**src/rtl/rs_entry_if.sv**
```systemverilog
// Dispatch/CDB/issue bundle for one reservation-station slot.
// The dispatcher drives the master side; the slot drives the issue packet back.
interface rs_entry_if #(
  parameter int XLEN   = 32,
  parameter int TAG_W  = 5,
  parameter int MISC_W = 64
);
  // ID packet: operands, destination and opaque pass-through fields
  logic [XLEN-1:0]   id_rs1_value;
  logic [XLEN-1:0]   id_rs2_value;
  logic [4:0]        id_dest_reg_idx;
  logic [MISC_W-1:0] id_misc;
  // Map-table packet
  logic [TAG_W-1:0]  mt_rs1_tag;
  logic [TAG_W-1:0]  mt_rs2_tag;
  logic              mt_rs1_ready;
  logic              mt_rs2_ready;
  // Common data bus
  logic [TAG_W-1:0]  cdb_reg_tag;
  logic [XLEN-1:0]   cdb_reg_value;
  // ROB packet
  logic [TAG_W-1:0]  rob_entry;
  logic [XLEN-1:0]   rob_rs1_value;
  logic [XLEN-1:0]   rob_rs2_value;
  // Issue packet
  logic [XLEN-1:0]   is_rs1_value;
  logic [XLEN-1:0]   is_rs2_value;
  logic [4:0]        is_dest_reg_idx;
  logic [MISC_W-1:0] is_misc;
  logic [TAG_W-1:0]  is_rob_entry;

  modport master (
    output id_rs1_value, id_rs2_value, id_dest_reg_idx, id_misc,
           mt_rs1_tag, mt_rs2_tag, mt_rs1_ready, mt_rs2_ready,
           cdb_reg_tag, cdb_reg_value,
           rob_entry, rob_rs1_value, rob_rs2_value,
    input  is_rs1_value, is_rs2_value, is_dest_reg_idx, is_misc, is_rob_entry
  );

  modport slave (
    input  id_rs1_value, id_rs2_value, id_dest_reg_idx, id_misc,
           mt_rs1_tag, mt_rs2_tag, mt_rs1_ready, mt_rs2_ready,
           cdb_reg_tag, cdb_reg_value,
           rob_entry, rob_rs1_value, rob_rs2_value,
    output is_rs1_value, is_rs2_value, is_dest_reg_idx, is_misc, is_rob_entry
  );
endinterface

```
**src/rtl/rs_entry.sv**
```systemverilog
// Single reservation-station slot: latches a dispatched instruction, snoops the
// CDB for outstanding operand tags and flags ready-to-issue until cleared.
module rs_entry #(
  parameter int XLEN   = 32,
  parameter int TAG_W  = 5,
  parameter int MISC_W = 64
) (
  input  logic       clock,
  input  logic       reset,
  input  logic       enable,
  input  logic       clear,
  rs_entry_if.slave  bus,
  output logic       busy,
  output logic       ready
);
  logic              busy_q, busy_d;
  logic [1:0]        vld_q, vld_d;
  logic [TAG_W-1:0]  tag_q [2];
  logic [TAG_W-1:0]  tag_d [2];
  logic [XLEN-1:0]   val_q [2];
  logic [XLEN-1:0]   val_d [2];
  logic [4:0]        dest_q, dest_d;
  logic [MISC_W-1:0] misc_q, misc_d;
  logic [TAG_W-1:0]  robe_q, robe_d;

  logic [TAG_W-1:0]  ld_tag [2];
  logic [1:0]        ld_rdy;
  logic [XLEN-1:0]   rf_val [2];
  logic [XLEN-1:0]   rob_val [2];
  logic              cdb_live;

  assign ld_tag[0]  = bus.mt_rs1_tag;
  assign ld_tag[1]  = bus.mt_rs2_tag;
  assign ld_rdy     = {bus.mt_rs2_ready, bus.mt_rs1_ready};
  assign rf_val[0]  = bus.id_rs1_value;
  assign rf_val[1]  = bus.id_rs2_value;
  assign rob_val[0] = bus.rob_rs1_value;
  assign rob_val[1] = bus.rob_rs2_value;
  assign cdb_live   = (bus.cdb_reg_tag != '0);

  always_comb begin
    busy_d = busy_q;
    vld_d  = vld_q;
    tag_d  = tag_q;
    val_d  = val_q;
    dest_d = dest_q;
    misc_d = misc_q;
    robe_d = robe_q;
    if (enable) begin
      busy_d = 1'b1;
      dest_d = bus.id_dest_reg_idx;
      misc_d = bus.id_misc;
      robe_d = bus.rob_entry;
      for (int i = 0; i < 2; i++) begin
        tag_d[i] = ld_tag[i];
        if (ld_tag[i] == '0) begin
          val_d[i] = rf_val[i];
          vld_d[i] = 1'b1;
        end else if (ld_rdy[i]) begin
          val_d[i] = rob_val[i];
          vld_d[i] = 1'b1;
        end else if (cdb_live && bus.cdb_reg_tag == ld_tag[i]) begin
          // Producer broadcasting in the dispatch cycle would otherwise be missed
          val_d[i] = bus.cdb_reg_value;
          vld_d[i] = 1'b1;
        end else begin
          vld_d[i] = 1'b0;
        end
      end
    end else if (clear) begin
      busy_d = 1'b0;
      vld_d  = '0;
      for (int i = 0; i < 2; i++) tag_d[i] = '0;
    end else if (busy_q) begin
      for (int i = 0; i < 2; i++) begin
        if (!vld_q[i] && cdb_live && bus.cdb_reg_tag == tag_q[i]) begin
          val_d[i] = bus.cdb_reg_value;
          vld_d[i] = 1'b1;
        end
      end
    end
  end

  always_ff @(posedge clock or negedge reset) begin
    if (!reset) begin
      busy_q <= 1'b0;
      vld_q  <= '0;
      dest_q <= '0;
      misc_q <= '0;
      robe_q <= '0;
      for (int i = 0; i < 2; i++) begin
        tag_q[i] <= '0;
        val_q[i] <= '0;
      end
    end else begin
      busy_q <= busy_d;
      vld_q  <= vld_d;
      dest_q <= dest_d;
      misc_q <= misc_d;
      robe_q <= robe_d;
      for (int i = 0; i < 2; i++) begin
        tag_q[i] <= tag_d[i];
        val_q[i] <= val_d[i];
      end
    end
  end

  assign busy                = busy_q;
  assign ready               = busy_q & vld_q[0] & vld_q[1];
  assign bus.is_rs1_value    = val_q[0];
  assign bus.is_rs2_value    = val_q[1];
  assign bus.is_dest_reg_idx = dest_q;
  assign bus.is_misc         = misc_q;
  assign bus.is_rob_entry    = robe_q;
endmodule

```
**src/flat_wrapper.sv**
```systemverilog
// flat-port wrapper written by rule: the top's interface ports become plain ports
module rs_entry_flat 
#(
  parameter int XLEN   = 32,
  parameter int TAG_W  = 5,
  parameter int MISC_W = 64
)
  (clock, reset, enable, clear, busy, ready, bus_id_rs1_value, bus_id_rs2_value, bus_id_dest_reg_idx, bus_id_misc, bus_mt_rs1_tag, bus_mt_rs2_tag, bus_mt_rs1_ready, bus_mt_rs2_ready, bus_cdb_reg_tag, bus_cdb_reg_value, bus_rob_entry, bus_rob_rs1_value, bus_rob_rs2_value, bus_is_rs1_value, bus_is_rs2_value, bus_is_dest_reg_idx, bus_is_misc, bus_is_rob_entry);
  rs_entry_if #(.XLEN(XLEN), .TAG_W(TAG_W), .MISC_W(MISC_W)) bus_i ();
  input  logic clock;
  input  logic reset;
  input  logic enable;
  input  logic clear;
  output logic busy;
  output logic ready;
  input wire logic [$bits(bus_i.id_rs1_value)-1:0] bus_id_rs1_value;
  input wire logic [$bits(bus_i.id_rs2_value)-1:0] bus_id_rs2_value;
  input wire logic [$bits(bus_i.id_dest_reg_idx)-1:0] bus_id_dest_reg_idx;
  input wire logic [$bits(bus_i.id_misc)-1:0] bus_id_misc;
  input wire logic [$bits(bus_i.mt_rs1_tag)-1:0] bus_mt_rs1_tag;
  input wire logic [$bits(bus_i.mt_rs2_tag)-1:0] bus_mt_rs2_tag;
  input wire logic [$bits(bus_i.mt_rs1_ready)-1:0] bus_mt_rs1_ready;
  input wire logic [$bits(bus_i.mt_rs2_ready)-1:0] bus_mt_rs2_ready;
  input wire logic [$bits(bus_i.cdb_reg_tag)-1:0] bus_cdb_reg_tag;
  input wire logic [$bits(bus_i.cdb_reg_value)-1:0] bus_cdb_reg_value;
  input wire logic [$bits(bus_i.rob_entry)-1:0] bus_rob_entry;
  input wire logic [$bits(bus_i.rob_rs1_value)-1:0] bus_rob_rs1_value;
  input wire logic [$bits(bus_i.rob_rs2_value)-1:0] bus_rob_rs2_value;
  output wire logic [$bits(bus_i.is_rs1_value)-1:0] bus_is_rs1_value;
  output wire logic [$bits(bus_i.is_rs2_value)-1:0] bus_is_rs2_value;
  output wire logic [$bits(bus_i.is_dest_reg_idx)-1:0] bus_is_dest_reg_idx;
  output wire logic [$bits(bus_i.is_misc)-1:0] bus_is_misc;
  output wire logic [$bits(bus_i.is_rob_entry)-1:0] bus_is_rob_entry;
  assign bus_i.id_rs1_value = bus_id_rs1_value;
  assign bus_i.id_rs2_value = bus_id_rs2_value;
  assign bus_i.id_dest_reg_idx = bus_id_dest_reg_idx;
  assign bus_i.id_misc = bus_id_misc;
  assign bus_i.mt_rs1_tag = bus_mt_rs1_tag;
  assign bus_i.mt_rs2_tag = bus_mt_rs2_tag;
  assign bus_i.mt_rs1_ready = bus_mt_rs1_ready;
  assign bus_i.mt_rs2_ready = bus_mt_rs2_ready;
  assign bus_i.cdb_reg_tag = bus_cdb_reg_tag;
  assign bus_i.cdb_reg_value = bus_cdb_reg_value;
  assign bus_i.rob_entry = bus_rob_entry;
  assign bus_i.rob_rs1_value = bus_rob_rs1_value;
  assign bus_i.rob_rs2_value = bus_rob_rs2_value;
  assign bus_is_rs1_value = bus_i.is_rs1_value;
  assign bus_is_rs2_value = bus_i.is_rs2_value;
  assign bus_is_dest_reg_idx = bus_i.is_dest_reg_idx;
  assign bus_is_misc = bus_i.is_misc;
  assign bus_is_rob_entry = bus_i.is_rob_entry;
  rs_entry #(.XLEN(XLEN), .TAG_W(TAG_W), .MISC_W(MISC_W)) u_core (.clock(clock), .reset(reset), .enable(enable), .clear(clear), .bus(bus_i), .busy(busy), .ready(ready));
endmodule
```
**config.mk**
```make
export PLATFORM = sky130hd
export DESIGN_NAME = rs_entry_flat
export DESIGN_NICKNAME = d
export VERILOG_FILES = /design/src/rtl/rs_entry_if.sv /design/src/rtl/rs_entry.sv /design/src/flat_wrapper.sv
export SDC_FILE = /design/constraint.sdc
export NUM_CORES = 1
export LEC_CHECK = 0
export BUFFER_PORTS_ARGS = -buffer_cell sky130_fd_sc_hd__buf_2
export CAP_MARGIN = 20
export CORE_UTILIZATION = 25
export CTS_CLUSTER_DIAMETER = 100
export CTS_CLUSTER_SIZE = 10
export DETAILED_ROUTE_END_ITERATION = 16
export PLACE_DENSITY = 0.46
export SLEW_MARGIN = 20
export SYNTH_ARGS = -nofsm -noshare
export SYNTH_HDL_FRONTEND = slang
export SYNTH_SLANG_ARGS = --single-unit
export TNS_END_PERCENT = 1
```
**constraint.sdc**
```tcl
create_clock -name clock -period 2.2 [get_ports clock]
set_input_delay 0.44 -clock clock [delete_from_list [all_inputs] [get_ports clock]]
set_output_delay 0.44 -clock clock [all_outputs]
set_load 0.01 [all_outputs]
```
==> out/metrics.yaml <==
setup_path:
  r2r_start: "u_core.tag_q[8]"
  critPathKind: "register to register"
  critPathCaptureType: "register"
  startpoint_type: "register"
  worstSetupEndpoint: "u_core.bus.is_rs1_value[31]"
  rrSetupSlack_ns: 0.11
  cp-startpoint: "u_core.tag_q[8]"
  crit_path_max_fanout: 21
  worstPathArrival_ns: 2.39
  reg2reg_to: "u_core.bus.is_rs1_value[31]"
  crit_required_ns: 2.50
  r2r_cells: 6
yosys:
  syn-cell-area_um2: 7328
  synth_edf_count: 0
  synthFlopType: "dfrtp_1"
  synthCells: 570
  avgSynthCellArea_um2: 12.86
  syn-num-nets: 825
  async_flop_share_pct: 100.0
  synth_cell_types: 44
  ys_seq_area_share_pct: 51.56
  synthSimpleGateAreaFrac_pct: 2.134
  synth_xor_area_share_pct: 1.912
  yosys.area_share.adder_pct: 0
  ys_warn_count: 0
  synth_compound_area_share_pct: 16.42
  synth_top_family_by_area: "multiplexers"
  synth.area.mux_share_pct: 22.20
  ys_seq_elements: 151
power:
  p_sw_mw: 2.452
  combPwrFrac_pct: 21.8
  p_leak_nw: 5.236
  pwr-share-seq_pct: 39.3
  swShare_pct: 28.91
  clockPowerShare_pct: 38.9
  p_int_mw: 6.029
  total_power_mw: 8.481
  powerDensity_nw_per_um2: 790.8
  ir_drop_v: 0.0005127
status:
  run_status: "finished clean"
sta:
  setup_viol: 0
  slew_headroom_pct: 65.51
  rsz0062_at_grt: "false"
  maxSlewViolCount: 0
  fin_worst_skew_ns: 0.01744
  worst_pin_slew_ns: 0.5135
  timing.hold.ws_ns: 0.2448
  final-hold-violation-count: 0
  min_period_ns: 2.094
  layout_setup_ws_ns: 0.1057
  timing.setup.tns_ns: 0
  period_share_pct: 95.19
  clock.fmax_mhz: 477.5
cts:
  insertion_delay_ns: 0.42
  tritoncts: "done"
  cts-root-buf: "clkbuf_16"
  post_cts_buffers: 0
  clk_pin_slew_worst_paths_ns: 0.08
  clock_path_buffers: 2
  cts_sinks: 151
  cts_max_level: 4
  cts_buffers: 17
global_route:
  busiest_layer: "met2"
  grt_overflow: 0
  grt_pass1_vias: 6886
  use_met2_pct: 29.10
  grt_start_max_net_pins: 74
  antenna_found_initial: 4
  grt.total_usage_pct: 17.63
  grtUsageMet3_pct: 6.162
  grt_pass1_wl_mm: 40.94
  grtUsageMet1_pct: 21.98
die:
  start_util_pct: 25.46
  die-width_um: 173.2
  num_rows: 62
  fp.dieH_um: 173.2
  die_area_um2: 30000
  core_um2: 28780
  pin_count: 395
place:
  io_buffer_count: 394
  dpl-instance-area_um2: 10070
  place_congestion: 0.7644
  place_worst_setup_slack_ns: -0.3009
  dp_cells: 1353
  hpwl_mm: 19.62
final_layout:
  regArea_um2: 3779
  multi_input_area_um2: 3157
  drive_above_1_share_pct: 59.54
  syn_to_final_growth_pct: 46.34
  postLayoutCoreUtil_pct: 37.26
  stdcell_area_um2: 10720
  layoutNonFillerInstCount: 1386
  finish.net_count: 1244
  fill_cells: 2890
route:
  dr.pass1.iters: 4
  num_vias: 6337
  post-route-drc-count: 0
  dr.first_iter.drc_count: 235
  post_drt_wl_per_cell_um: 18.74
  postRouteWirelength_mm: 25.98
  vias_per_cell: 4.572
  drtAntennaViolNets: 0
min_path:
  hold_path_class: "input pin to register"
  worstHoldPathCells: 2
flow_run:
  cap_violations: 0
==> Yosys cell counts (3+ instances only) <==
library cell	n	area, um^2
or4_1	3	22.52
nor3_1	3	15.01
o22a_1	32	280.3
mux2_4	30	450.4
xor2_1	7	61.31
inv_1	38	142.6
xnor2_1	9	78.83
a22o_1	10	87.58
nor2_1	3	11.26
o22ai_1	64	400.4
buf_2	11	55.05
buf_8	3	45.04
mux2_2	76	855.8
buf_1	4	15.01
nor2b_1	3	18.77
nand2_1	3	11.26
mux2i_1	32	320.3
a2bb2oi_1	32	280.3
clkbuf_1	22	82.58
buf_6	7	78.83
dfrtp_1	151	3779
==> layer usage <==
metal / up-vias / part of all wire [%]
met5: - / 0.13
met4: 6 / 1.1
met3: 24 / 8.6
met2: 287 / 48
met1: 3051 / 43
li1: 2969 / -
==> placed cells by master, fill, tap and decap left out, types with 3 or more instances in the layout <==
cell / count
dfrtp_1: 151
inv_8: 4
clkbuf_16: 17
a22o_1: 10
bufinv_16: 4
a2bb2oi_1: 32
xor2_1: 7
nor2_1: 3
mux2_4: 30
mux2_2: 76
nor2b_1: 3
buf_4: 42
xnor2_1: 9
buf_2: 392
nand2_1: 3
o22a_1: 32
mux2i_1: 32
buf_12: 11
o22ai_1: 64
inv_1: 38
==> state kept, by name (all words and copies together) (netlist names) <==
register	cells
u_core.bus.is_dest_reg_idx	5
u_core.bus.is_misc	64
u_core.bus.is_rob_entry	5
u_core.bus.is_rs1_value	32
u_core.bus.is_rs2_value	32
u_core.busy	1
u_core.tag_q	10
u_core.vld_q	2
==> layout make-up <==
class	instances	area share, %
flip-flops and latches	151	35.24
multi-input cells	333	29.44
repair buffers	447	23.49
well taps	384	4.480
clock buffers	17	3.967
clock inverters	14	2.007
inverters	39	1.365
diodes	1	0.02333
==> how the worst min path moves through the flow <==
| stage | start | endpoint | slack (ns) |
|---|---|---|---|
| 3_3_place_gp | reset | u_core.bus.is_rs1_value[17] | 0.41 |
| 5_1_grt | bus_rob_entry[0] | u_core.bus.is_rob_entry[0] | 0.22 |
| 4_1_cts | bus_id_misc[36] | u_core.bus.is_misc[36] | 0.22 |
| 6_report | bus_id_misc[30] | u_core.bus.is_misc[30] | 0.24 |
| 3_5_place_dp | reset | u_core.bus.is_rs1_value[12] | 0.41 |
| 2_1_floorplan | reset | u_core.bus.is_dest_reg_idx[0] | 0.14 |
==> critical path: stages (launching register included) <==
cell     delay, ns
dfrtp_1       0.39
xor2_1        0.14
or4_4         0.54
nor3_2        0.14
o22a_4        0.19
buf_12        0.20
mux2_2        0.35
==> repair_timing <==
action	4_1_cts	5_1_grt
hold buffers	1	0
setup endpoints to repair	0	24
endpoints found under the hold margin	35	0
gates resized for setup	0	2
==> power by group through the flow <==
stage | Combinational [mW] | Sequential (mW) | Clock [mW]
2_1_floorplan | 0.764 | 3.53 | 0
3_3_place_gp | 1.87 | 3.37 | 0
3_5_place_dp | 1.88 | 3.37 | 0
4_1_cts | 1.88 | 3.33 | 3.40
5_1_grt | 2.02 | 3.38 | 3.51
6_report | 1.85 | 3.33 | 3.30
==> logic make-up (layout without fill, tap and decap cells) <==
| group | after synthesis | in the layout |
|---|---|---|
| AO/OA/AOI/OAI | 153 | 153 |
| XOR/XNOR | 16 | 16 |
| buffers and inverters | 86 | 517 |
| flip-flops | 151 | 151 |
| multiplexers | 138 | 138 |
| other | 0 | 1 |
| AND/OR/NAND/NOR | 26 | 26 |
Note: power is estimated with default switching activity, not from simulation.
